## config.mk

```make
export PLATFORM = sky130hd
export DESIGN_NAME = fetch_stage_buf
export DESIGN_NICKNAME = d
export VERILOG_FILES = /design/src/rtl/fetch_stage_buf_pkg.sv /design/src/rtl/fetch_stage_buf_sync_fifo.sv /design/src/rtl/fetch_stage_buf.sv
export SDC_FILE = /design/constraint.sdc
export NUM_CORES = 1
export LEC_CHECK = 0
export BUFFER_PORTS_ARGS = -buffer_cell sky130_fd_sc_hd__buf_2
export CORE_MARGIN = 2
export CORE_UTILIZATION = 25
export CTS_CLUSTER_SIZE = 30
export DETAILED_ROUTE_END_ITERATION = 16
export PLACE_DENSITY_LB_ADDON = 0.08
export SYNTH_ARGS = -nofsm -noshare
export SYNTH_HDL_FRONTEND = slang
export SYNTH_SLANG_ARGS = --single-unit
```

## constraint.sdc

```tcl
create_clock -name clk -period 3.6 [get_ports clk]
set_clock_uncertainty 0.2 [all_clocks]
set_input_delay 0.18 -clock clk [delete_from_list [all_inputs] [get_ports clk]]
set_output_delay 0.18 -clock clk [all_outputs]
set_load 0.01 [all_outputs]
```

## src/rtl/fetch_stage_buf_pkg.sv

```systemverilog
// Shared constants and helpers for the fetch stage and its FIFOs.
package fetch_stage_buf_pkg;

    localparam logic [31:0] NOP_INSTR        = 32'h0000_0013;
    localparam int          DEFAULT_XLEN     = 32;
    localparam logic [63:0] DEFAULT_RESET_PC = 64'h0;

    function automatic int clog2(input int value);
        int r;
        r = 0;
        while ((1 << r) < value) r++;
        return r;
    endfunction

endpackage

```

## src/rtl/fetch_stage_buf_sync_fifo.sv

```systemverilog
// Single-clock FIFO with flush; push is accepted when full only if a pop happens in the same cycle.
module sync_fifo
    import fetch_stage_buf_pkg::*;
#(
    parameter  int WIDTH = 32,
    parameter  int DEPTH = 4,
    localparam int AW    = clog2(DEPTH),
    localparam int CW    = AW + 1
) (
    input  logic             clk,
    input  logic             rst,
    input  logic             flush,
    input  logic             push,
    input  logic [WIDTH-1:0] wdata,
    input  logic             pop,
    output logic [WIDTH-1:0] rdata,
    output logic [CW-1:0]    count
);

    logic [WIDTH-1:0] mem_q [DEPTH];
    logic [AW-1:0]    wr_ptr_q, wr_ptr_d;
    logic [AW-1:0]    rd_ptr_q, rd_ptr_d;
    logic [CW-1:0]    count_q, count_d;
    logic             do_push, do_pop;

    always_comb begin
        do_pop   = pop && (count_q != '0);
        do_push  = push && ((count_q != CW'(DEPTH)) || do_pop);
        wr_ptr_d = wr_ptr_q;
        rd_ptr_d = rd_ptr_q;
        count_d  = count_q;
        if (flush) begin
            wr_ptr_d = '0;
            rd_ptr_d = '0;
            count_d  = '0;
        end else begin
            if (do_push) wr_ptr_d = wr_ptr_q + AW'(1);
            if (do_pop)  rd_ptr_d = rd_ptr_q + AW'(1);
            count_d = count_q + CW'(do_push) - CW'(do_pop);
        end
    end

    always_ff @(posedge clk or posedge rst) begin
        if (rst) begin
            wr_ptr_q <= '0;
            rd_ptr_q <= '0;
            count_q  <= '0;
        end else begin
            wr_ptr_q <= wr_ptr_d;
            rd_ptr_q <= rd_ptr_d;
            count_q  <= count_d;
        end
    end

    // Storage is not reset; an empty FIFO never exposes it.
    always_ff @(posedge clk) begin
        if (do_push && !flush) mem_q[wr_ptr_q] <= wdata;
    end

    assign rdata = mem_q[rd_ptr_q];
    assign count = count_q;

endmodule

```

## src/rtl/fetch_stage_buf.sv

```systemverilog
// Instruction fetch stage: issues in-order memory requests, tags them with their PC and
// buffers responses for Decode; redirects flush the queue and discard in-flight responses.
module fetch_stage_buf
    import fetch_stage_buf_pkg::*;
#(
    parameter int              XLEN     = DEFAULT_XLEN,
    parameter logic [XLEN-1:0] RESET_PC = DEFAULT_RESET_PC[XLEN-1:0],
    parameter int              FQ_DEPTH = 4
) (
    input  logic            clk,
    input  logic            rst,
    input  logic            redirect_valid,
    input  logic [XLEN-1:0] redirect_pc,
    input  logic            stall_d,
    output logic            imem_req_valid,
    output logic [XLEN-1:0] imem_req_addr,
    input  logic            imem_req_ready,
    input  logic            imem_rsp_valid,
    input  logic [31:0]     imem_rsp_data,
    output logic            valid_d,
    output logic [31:0]     instr_d,
    output logic [XLEN-1:0] pc_d,
    output logic [XLEN-1:0] pc_plus4_d
);

    localparam int CW = clog2(FQ_DEPTH) + 1;
    localparam int QW = 32 + XLEN;

    logic [XLEN-1:0] fetch_pc_q, fetch_pc_d;
    logic [CW-1:0]   outstanding_q, outstanding_d;
    logic [CW-1:0]   discard_q, discard_d;
    logic [CW-1:0]   q_count, tag_count;
    logic [QW-1:0]   q_rdata;
    logic [XLEN-1:0] tag_rdata;
    logic            room_ok, req_fire, rsp_ok, rsp_push, q_pop;

    always_comb begin
        room_ok        = ({1'b0, q_count} + {1'b0, outstanding_q}) < (CW+1)'(FQ_DEPTH);
        imem_req_valid = room_ok && !redirect_valid && !rst;
        req_fire       = imem_req_valid && imem_req_ready;
        // Responses with nothing tracked in flight are protocol errors and are dropped.
        rsp_ok         = imem_rsp_valid && (outstanding_q != '0);
        rsp_push       = rsp_ok && (discard_q == '0) && (tag_count != '0) && !redirect_valid;
        q_pop          = valid_d && !stall_d && !redirect_valid;
        outstanding_d  = outstanding_q + CW'(req_fire) - CW'(rsp_ok);
        fetch_pc_d     = fetch_pc_q;
        discard_d      = discard_q;
        if (redirect_valid) begin
            fetch_pc_d = redirect_pc & {{(XLEN-2){1'b1}}, 2'b00};
            discard_d  = outstanding_d;
        end else begin
            if (req_fire) fetch_pc_d = fetch_pc_q + XLEN'(4);
            if (rsp_ok && (discard_q != '0)) discard_d = discard_q - CW'(1);
        end
    end

    always_ff @(posedge clk or posedge rst) begin
        if (rst) begin
            fetch_pc_q    <= RESET_PC;
            outstanding_q <= '0;
            discard_q     <= '0;
        end else begin
            fetch_pc_q    <= fetch_pc_d;
            outstanding_q <= outstanding_d;
            discard_q     <= discard_d;
        end
    end

    sync_fifo #(.WIDTH(XLEN), .DEPTH(FQ_DEPTH)) u_tag_fifo (
        .clk   (clk),
        .rst   (rst),
        .flush (redirect_valid),
        .push  (req_fire),
        .wdata (fetch_pc_q),
        .pop   (rsp_push),
        .rdata (tag_rdata),
        .count (tag_count)
    );

    sync_fifo #(.WIDTH(QW), .DEPTH(FQ_DEPTH)) u_instr_queue (
        .clk   (clk),
        .rst   (rst),
        .flush (redirect_valid),
        .push  (rsp_push),
        .wdata ({imem_rsp_data, tag_rdata}),
        .pop   (q_pop),
        .rdata (q_rdata),
        .count (q_count)
    );

    always_comb begin
        imem_req_addr = fetch_pc_q;
        valid_d       = (q_count != '0);
        instr_d       = valid_d ? q_rdata[QW-1:XLEN] : NOP_INSTR;
        pc_d          = valid_d ? q_rdata[XLEN-1:0] : '0;
        pc_plus4_d    = valid_d ? (q_rdata[XLEN-1:0] + XLEN'(4)) : '0;
    end

endmodule

```

Word-level counts from Yosys, hierarchy flattened
Memories as Yosys holds them, arrays and structs flattened.
Cells that the tools add are included.
Operators by class
  add/subtract/negate cells: 14
  $lt $le $gt $ge: 1
  eq/ne operators: 2
  muxes and demuxes: 21
  reductions and logical operators: 32
Operators with widths (number)
  two-way mux 32 bit: 5
  adder 32 x 3 -> 32 bit, second input constant: 2
  logical AND 1 bit: 16
  two-way mux 2 bit: 8
  two-way mux 3 bit: 4
  nonzero test 2 bit: 6
  nonzero test 3 bit: 4
  adder 3 x 1 -> 3 bit: 3
  subtractor 3 x 1 -> 3 bit: 3
  adder 2 x 1 -> 2 bit, second input constant: 4
  inequality test 3 bit, second input constant: 2
  adder 3 x 3 -> 4 bit: 1
  < comparator 4 x 3 -> 1 bit, second input constant: 1
  two-way mux 1 bit: 4
  logical NOT 1 bit: 3
  logical NOT 3 bit: 1
  subtractor 3 x 1 -> 3 bit, second input constant: 1
  logical OR 1 bit: 2
Storage, ports and cells
  register bits after elaboration: 52
  bits in writable memories: 384
  output and inout bits: 130
  memories: 2
Memory list
  u_instr_queue.mem_q: depth 4, width 64, read ports 1, clocked after memory_dff 0, wr ports 1, RTL line fetch_stage_buf_sync_fifo.sv:20  | logic [WIDTH-1:0] mem_q [DEPTH];
  u_tag_fifo.mem_q: depth 4, width 32, read ports 1, clocked after memory_dff 0, wr ports 1, RTL line fetch_stage_buf_sync_fifo.sv:20

Depth between registers and ports, before layout
Gate-level depths: netlist of the first run.
  depth in word-level cells: 11
  depth in mapped cells: 13

Modules after synthesis
A second synthesis of the first run with hierarchy kept.
Second synthesis, totals
  cells, all modules: 1028
  area total of the unflattened synthesis: 18216.2 µm²
Modules (own cells, without submodules)
  sync_fifo at u_instr_queue: instances 1, cells an instance 378, area an instance 9689.3 µm², seq. area each 7862.5 µm²
  sync_fifo at u_tag_fifo: instances 1, cells an instance 212, area an instance 5092.4 µm², seq. area each 4018.9 µm²
  fetch_stage_buf: instances 1, cells an instance 438, area an instance 3434.5 µm², seq. area each 900.9 µm²

Least setup slack after synthesis of the first run
OpenSTA, ideal clock, no wires.
  path type: reg2reg
  from: reg discard_q[0]
  to: mem u_instr_queue.mem_q[2][10] (netlist name), enable pin
  library setup time: 0.426 ns
  arrival: 3.136 ns
  required time: 2.974 ns
  slack: -0.163 ns
  cell stages (with the launch flop): 7
  buffers on the path: 0
  cell sequence: dfrtp_1 > inv_1 > ha_1 > nor4b_1 > nand2b_1 > a31oi_1 > and2_1
On the way
  longest elaborated chain between the ends: 8
Ends and longest elaborated chain
  start, declared: RTL line fetch_stage_buf.sv:31  | logic [CW-1:0] discard_q, discard_d;
  start signal, assigned: RTL line fetch_stage_buf.sv:65  | discard_q <= discard_d;
  logical NOT 3 bit: RTL line fetch_stage_buf.sv:43  | rsp_push = rsp_ok && (discard_q == '0) && (tag_count != '0) && !redirect_valid;
  logical AND 1 bit (3 in a row): RTL line fetch_stage_buf.sv:43
  logical AND 1 bit: RTL line fetch_stage_buf_sync_fifo.sv:28  | do_push = push && ((count_q != CW'(DEPTH)) || do_pop);
  logical AND 1 bit: RTL line fetch_stage_buf_sync_fifo.sv:57  | if (do_push && !flush) mem_q[wr_ptr_q] <= wdata;
  two-way mux 1 bit: RTL line fetch_stage_buf_sync_fifo.sv:57
  two-way mux 1 bit (not written as such): RTL line fetch_stage_buf_sync_fifo.sv:57
  end, declared: RTL line fetch_stage_buf_sync_fifo.sv:20
No other way between the ends.

Final worst setup path of the first run
  from: reg u_instr_queue.rd_ptr_q[0]
  to: out pc_plus4_d[24]
On the way
  longest elaborated chain between the ends: 3
Ends and longest elaborated chain
  start, declared: RTL line fetch_stage_buf_sync_fifo.sv:22  | logic [AW-1:0] rd_ptr_q, rd_ptr_d;
  start signal, assigned: RTL line fetch_stage_buf_sync_fifo.sv:50  | rd_ptr_q <= rd_ptr_d;
  memory (4 x 64 bit)
  adder 32 x 3 -> 32 bit: RTL line fetch_stage_buf.sv:96  | pc_plus4_d = valid_d ? (q_rdata[XLEN-1:0] + XLEN'(4)) : '0;
  two-way mux 32 bit: RTL line fetch_stage_buf.sv:96
  end, declared: RTL line fetch_stage_buf.sv:23  | output logic [XLEN-1:0] pc_plus4_d
No other way between the ends.

==> flow_metrics.tcl, run 1 <==
set metrics [dict create \
    fin_hold_ws_ps 93.6 \
    cts_buffer_depth 3 \
    die_area_um2 72100 \
    cts.sinks 418 \
    multi_input_area_um2 4880 \
    crit_start "u_instr_queue.rd_ptr_q[0]" \
    dp.cells 2129 \
    p_total_uw 13600 \
    drc 0 \
    yosys_warnings 0 \
    switching_share 0.288 \
    slew_headroom 0.279 \
    setup_ws_ps 160 \
    drive_gt1_frac 0.314 \
    synth.avg_cell_area_um2 17.4 \
    crit_end "pc_plus4_d[24]" \
    dieHeight_um 269 \
    holdCritPathClass "in2reg" \
    max_freq_mhz 291 \
    rrSetupSlack_ps 400 \
    path_class "reg2out" \
    core_area_um2 69700 \
    async_flop_share 0.120 \
    synth_cell_types 55 \
    grt_start_max_net_pins 63 \
    clockPowerShare 0.357 \
    final_hold_viol_count 0 \
    rows 97 \
    seqCellArea_um2 12300 \
    numCtsBuffers 49 \
    irDropWorstVdd_mv 0.369 \
    antenna_found_initial 0 \
    reg2reg_from "u_instr_queue.count[2]" \
    drtAntennaViolNets 0 \
    synth_edf_count 368 \
    die_w_um 269 \
    vias_per_cell 4.32 \
    drv_cap 0 \
    postSynthRegisterBits 418 \
    status "finished, final reports clean" \
    p_leak_uw 0.00784 \
    rsz0062_at_grt "yes" \
    nNetsFinal 1423 \
    min_period_over_period 0.956 \
    p_comb_frac 0.221 \
    clkTransAtPathRegs_ps 60 \
    wl_um 46300 \
    tightest_slew_ps 1080 \
    place_hpwl_um 30400 \
    drt_iter0_markers 479 \
    grt_first_pass_wirelength_um 68700 \
    grt_pass1_vias 10600 \
    p_switching_uw 3920 \
    io_pins 200 \
    finalSetupViolations 0 \
    wl_per_cell_um 20.0 \
    critPathRequiredTime_ps 3220 \
    clk_latency_ps 590 \
    final_cell_mix "368 x edfxtp_1, 191 x buf_2, 88 x mux4_2" \
    fillerInstances 6936 \
    power.internal_uw 9690 \
    post-place-ws_ps 278 \
    ff2ff_path_depth 9 \
    grt_overflow 0 \
    setup.worst_path.start_class "flip-flop" \
    initial_utilization 0.251 \
    powerDensity_nw_per_um2 609 \
    drtPass1Iterations 6 \
    crit_path_max_fanout 7 \
    crit_path_end_kind "primary output" \
    postSynthCellCount 1004 \
    seq_power_share 0.422 \
    reg2reg_to "imem_req_addr[26]" \
    num_vias 9976 \
    instances_no_fill 2308 \
    cts_root_buf "clkbuf_16" \
    fin_util 0.321 \
    area_growth_pct 27.7 \
    min_period_ps 3440 \
    io_buffers 191 \
    cts_tree "built" \
    ys.flop_type "edfxtp_1" \
    place_congestion 0.712 \
    layout_commonest_cell "edfxtp_1" \
    ys_seq_area_frac 0.703 \
    cts_max_level 2 \
    worstPathArrival_ps 3060 \
    num_antenna_cells 0 \
    synthesis.area_um2 17500 \
    final_max_slew_viol_count 0 \
    grt_usage 0.129 \
]
-- cell families after synthesis --
logic type / share of synthesized area
mux: 0.123
flops: 0.703
fa+ha+maj: 0.0177
compound gates: 0.0310
buf+inv: 0.0217
other cells: 0.000214
xor+xnor: 0.0185
simple gates: 0.0847
-- final cells by class --
| class | count | area share |
|---|---|---|
| Sequential cell | 418 | 0.551 |
| Multi-Input combinational cell | 512 | 0.218 |
| Timing Repair Buffer | 321 | 0.103 |
| Clock buffer | 61 | 0.0578 |
| Tap cell | 940 | 0.0526 |
| Clock inverter | 28 | 0.0127 |
| Inverter | 28 | 0.00470 |
-- routing by layer --
layer | wire [um] | vias up | track usage | part of all wire
met2 | 22100 | 231 | 0.216 | 0.48
met1 | 21000 | 5098 | 0.171 | 0.45
li1 | - | 4582 | - | -
met5 | 0 | - | 0 | 0
met4 | 878 | 0 | 0.0360 | 0.019
met3 | 2310 | 65 | 0.0236 | 0.050
-- registers in the layout (all words and copies together) (netlist names) --
signal and cells:
u_tag_fifo.rd_ptr_q 2, u_instr_queue.count 3, imem_req_addr 30, u_tag_fifo.wr_ptr_q 2, discard_q 3, u_tag_fifo.count 3, outstanding_q 3, u_instr_queue.rd_ptr_q 2
u_tag_fifo.mem_q 120, u_instr_queue.wr_ptr_q 2, u_instr_queue.mem_q 248
-- metrics by stage --
stage / instance area, um2 / setup TNS (ps)
2_1_floorplan: 17500 / 0
3_3_place_gp: 19800 / 0
6_report: 22300 / 0
5_1_grt: 22300 / -1.30
3_5_place_dp: 19800 / 0
4_1_cts: 22300 / 0
-- worst min-delay path by stage --
stage	startpoint	slack, ps	endpoint	cells after the start
6_report	imem_req_ready	90	imem_req_addr[19]	5
5_1_grt	imem_req_ready	100	imem_req_addr[19]	5
4_1_cts	imem_req_ready	70	imem_req_addr[19]	5
3_5_place_dp	rst	50	outstanding_q[2]	2
3_3_place_gp	rst	40	outstanding_q[2]	2
2_1_floorplan	imem_rsp_data[0]	80	u_instr_queue.mem_q[0][32]	0
-- cells in the mapped netlist (12+ instances only) --
master    number  share of area
and2_1        70          0.025
clkbuf_1      24         0.0051
dfrtp_1       50          0.072
edfxtp_1     368           0.63
ha_1          20          0.014
inv_1         27         0.0058
mux4_2        82           0.11
nand2_1       56          0.012
nand3_1       15         0.0043
nor2_1        49          0.011
o21ai_0       36          0.010
o311ai_0      12         0.0060
xnor2_1       23          0.012
xor2_1        14         0.0070
-- worst max-delay path, cell delays in order, from the launching register on --
cell and delay, ps:
dfrtp_4 490, buf_12 160, mux4_1 430, and4_4 320
nand3_4 140, or4_1 510, xor2_1 150, nor2_1 100
buf_2 150
-- repair_timing --
action,CTS,global route
buffers inserted,8,4
pin swaps,0,3
endpoints found under the setup margin,17,7
resized for setup,5,15
hold buffers,78,0
endpoints found under the hold margin,221,0
-- power groups by stage --
stage / Combinational (uW) / Clock (uW) / Sequential, uW
after global routing: 3350 / 5230 / 5780
final: 3010 / 4870 / 5740
after detailed placement: 2900 / 0 / 5880
after global placement: 2890 / 0 / 5880
after CTS: 3070 / 5050 / 5750
after floorplan: 1770 / 0 / 5760
Note: power is estimated with default switching activity, not from simulation.
==> inputs of run 2 (changes only) <==
--- a/config.mk
+++ b/config.mk
@@ -5,7 +5,10 @@
 export SDC_FILE = /design/constraint.sdc
 export NUM_CORES = 1
 export LEC_CHECK = 0
+export ABC_AREA = 1
 export BUFFER_PORTS_ARGS = -buffer_cell sky130_fd_sc_hd__buf_2
+export CELL_PAD_IN_SITES_DETAIL_PLACEMENT = 1
+export CELL_PAD_IN_SITES_GLOBAL_PLACEMENT = 2
 export CORE_MARGIN = 2
 export CORE_UTILIZATION = 25
 export CTS_CLUSTER_SIZE = 30
==> run 2 against run 1 <==
Compared with the run above:
- first-iteration DRC count is 4.8% higher
- power up 6.6%
- synthesized cell count increased by 87%
- global-route usage grew 2.4 points
- hold slack worse by 77 ps
- clock power is 7.6% lower
- cell area increased by 5.9%
- worst setup slack improved by 25 ps
- die area rose by 8.4%
- largest power group unchanged
- utilization is 0.76 points lower
- wire length rose by 30%
- non-clock buffer count fell by 4
==> flow_metrics.tcl, run 2 <==
set metrics [dict create \
    synth_edf_count 368 \
    die_w_um 280 \
    slew_headroom 0.453 \
    fin_util 0.313 \
    cts_tree "built" \
    irDropWorstVdd_mv 0.344 \
    synth.avg_cell_area_um2 10.1 \
    cts_max_level 2 \
    clkTransAtPathRegs_ps 60 \
    critPathRequiredTime_ps 3220 \
    setup.worst_path.start_class "flip-flop" \
    max_freq_mhz 293 \
    postPlaceCellArea_um2 21400 \
    instances_no_fill 3176 \
    reg2reg_from "u_instr_queue.count[1]" \
    min_from "imem_req_ready" \
    ys.flop_type "edfxtp_1" \
    ff2ff_path_depth 13 \
    whs_path_depth 4 \
    yosys_warnings 0 \
    largest_register_ff_count 248 \
    vias_per_cell 4.45 \
    die_area_um2 78200 \
    io_buffers 191 \
    crit_path_end_kind "primary output" \
    num_vias 14100 \
    synth_area_leaders "edfxtp_1 58%, nand2_1 9.3%, dfrtp_1 6.6%" \
    grt_usage 0.153 \
    yosys.area.top_type "edfxtp_1" \
    rsz0062_at_grt "no" \
    cts_buffer_depth 3 \
    final_max_slew_viol_count 0 \
    crit_path_max_fanout 17 \
    initial_utilization 0.251 \
    place_congestion 0.817 \
    area_growth_pct 24.6 \
    holdCritPathClass "in2reg" \
    tightest_slew_ps 820 \
    cts.sinks 418 \
    drv_cap 0 \
    wl_um 60100 \
    min_period_over_period 0.949 \
    wl_met3_um 1670 \
    final_cell_mix "469 x nand2_1, 368 x edfxtp_1, 314 x nor2_1" \
    dp.cells 3010 \
    postSynthRegisterBits 418 \
    synth_most_common_cell "nand2_1" \
    synth.top_cell.area_share 0.582 \
    wirelength_met1_um 28000 \
    clk_latency_ps 580 \
    wl_met2_um 29000 \
    synth_common_cells "472 x nand2_1, 368 x edfxtp_1, 333 x nor2_1" \
    final_hold_viol_count 0 \
    design_area_um2 23700 \
    drive_gt1_frac 0.160 \
    synthesis.area_um2 19000 \
    powerDensity_nw_per_um2 613 \
    finalSetupViolations 0 \
    num_antenna_cells 0 \
    nNetsFinal 2255 \
    numCtsBuffers 49 \
    min_period_ps 3420 \
    highest-signal-layer "met4" \
    rows 101 \
    async_flop_share 0.120 \
    worstPathArrival_ps 3040 \
    grt_pass1_vias 14900 \
    largest_register "u_instr_queue.mem_q" \
    path_class "reg2out" \
    antenna_found_initial 0 \
    core_area_um2 75600 \
    io_pins 200 \
    drc 0 \
    ys_seq_area_frac 0.648 \
    drt_iter0_markers 502 \
    drtAntennaViolNets 0 \
    p_leak_uw 0.00931 \
    grt_start_max_net_pins 67 \
    synth_cell_types 44 \
    cts_root_buf "clkbuf_16" \
    p_total_uw 14500 \
    drtPass1Iterations 6 \
    place_hpwl_um 40200 \
    crit_start "u_instr_queue.rd_ptr_q[0]" \
    grt_overflow 0 \
    postSynthCellCount 1880 \
    dieHeight_um 280 \
    layout_commonest_cell "nand2_1" \
    status "finished, final reports clean" \
    grt_first_pass_wirelength_um 91000 \
    wl_per_cell_um 18.9 \
]
## run 2: cell families after synthesis
logic type	after synthesis	share of synthesized area
simple gates	948	0.201
flops	418	0.648
compound gates	257	0.0742
buf+inv	199	0.0453
other cells	1	0.000197
xor+xnor	34	0.0157
fa+ha+maj	23	0.0163
## run 2: worst paths after layout
check	end	slack, ps
max	pc_plus4_d[21]	180
min	imem_req_addr[19]	20
max reg2reg	imem_req_addr[21]	400
min reg2reg	u_tag_fifo.wr_ptr_q[0]	360
max in group asynchronous	imem_req_addr[16]	1800
min in group asynchronous	u_instr_queue.count[1]	540
## run 2: layer usage
layer	global-route usage	vias up
met3	0.0196	87
met2	0.263	202
met4	0.0444	0
met5	0	-
li1	-	6925
met1	0.201	6906
## run 2: through the flow
stage | TNS [ps] | hold slack, ps | setup WS [ps]
6_report | 0 | 16.8 | 184
5_1_grt | 0 | 22.6 | 2.71
4_1_cts | 0 | 2.68 | 9.22
3_5_place_dp | 0 | 18.6 | 446
3_3_place_gp | 0 | 18.7 | 462
2_1_floorplan | -215410 | 78.9 | -869
## run 2: area by class of cell
type / instances / area [um2]
clock inverter: 18 / 111
clock buffer: 69 / 1310
tap: 978 / 1220
timing repair buffer: 317 / 2350
fill: 8490 / 51900
sequential: 418 / 12300
multi-input combinational: 1268 / 5940
inverter: 108 / 423
## run 2: worst max-delay path, stage by stage (launching register included)
cell and delay (ps):
dfrtp_4 560, clkinv_8 130, buf_4 220, nand2_1 90, nand3_1 80, nand2_1 170
nor2_1 240, nand2_1 130, nor2_4 200, nand2_1 120, o21ai_1 140, nand2_1 60
nor2_1 140, buf_2 160
## run 2: power breakdown
part	leakage (uW)	total, uW	internal (uW)	switching (uW)
sequential	0.00394	5830	5550	282
clock	0.000694	4500	2590	1910
combinational	0.00468	4180	1340	2840
total	0.00931	14500	9490	5030
## run 2: what timing repair did
item	CTS	global route
endpoints found under the hold margin	216	0
pin swaps	0	3
hold buffers	71	0
resized for setup	5	18
buffers inserted	3	3
setup endpoints to repair	17	18
gates cloned	0	2
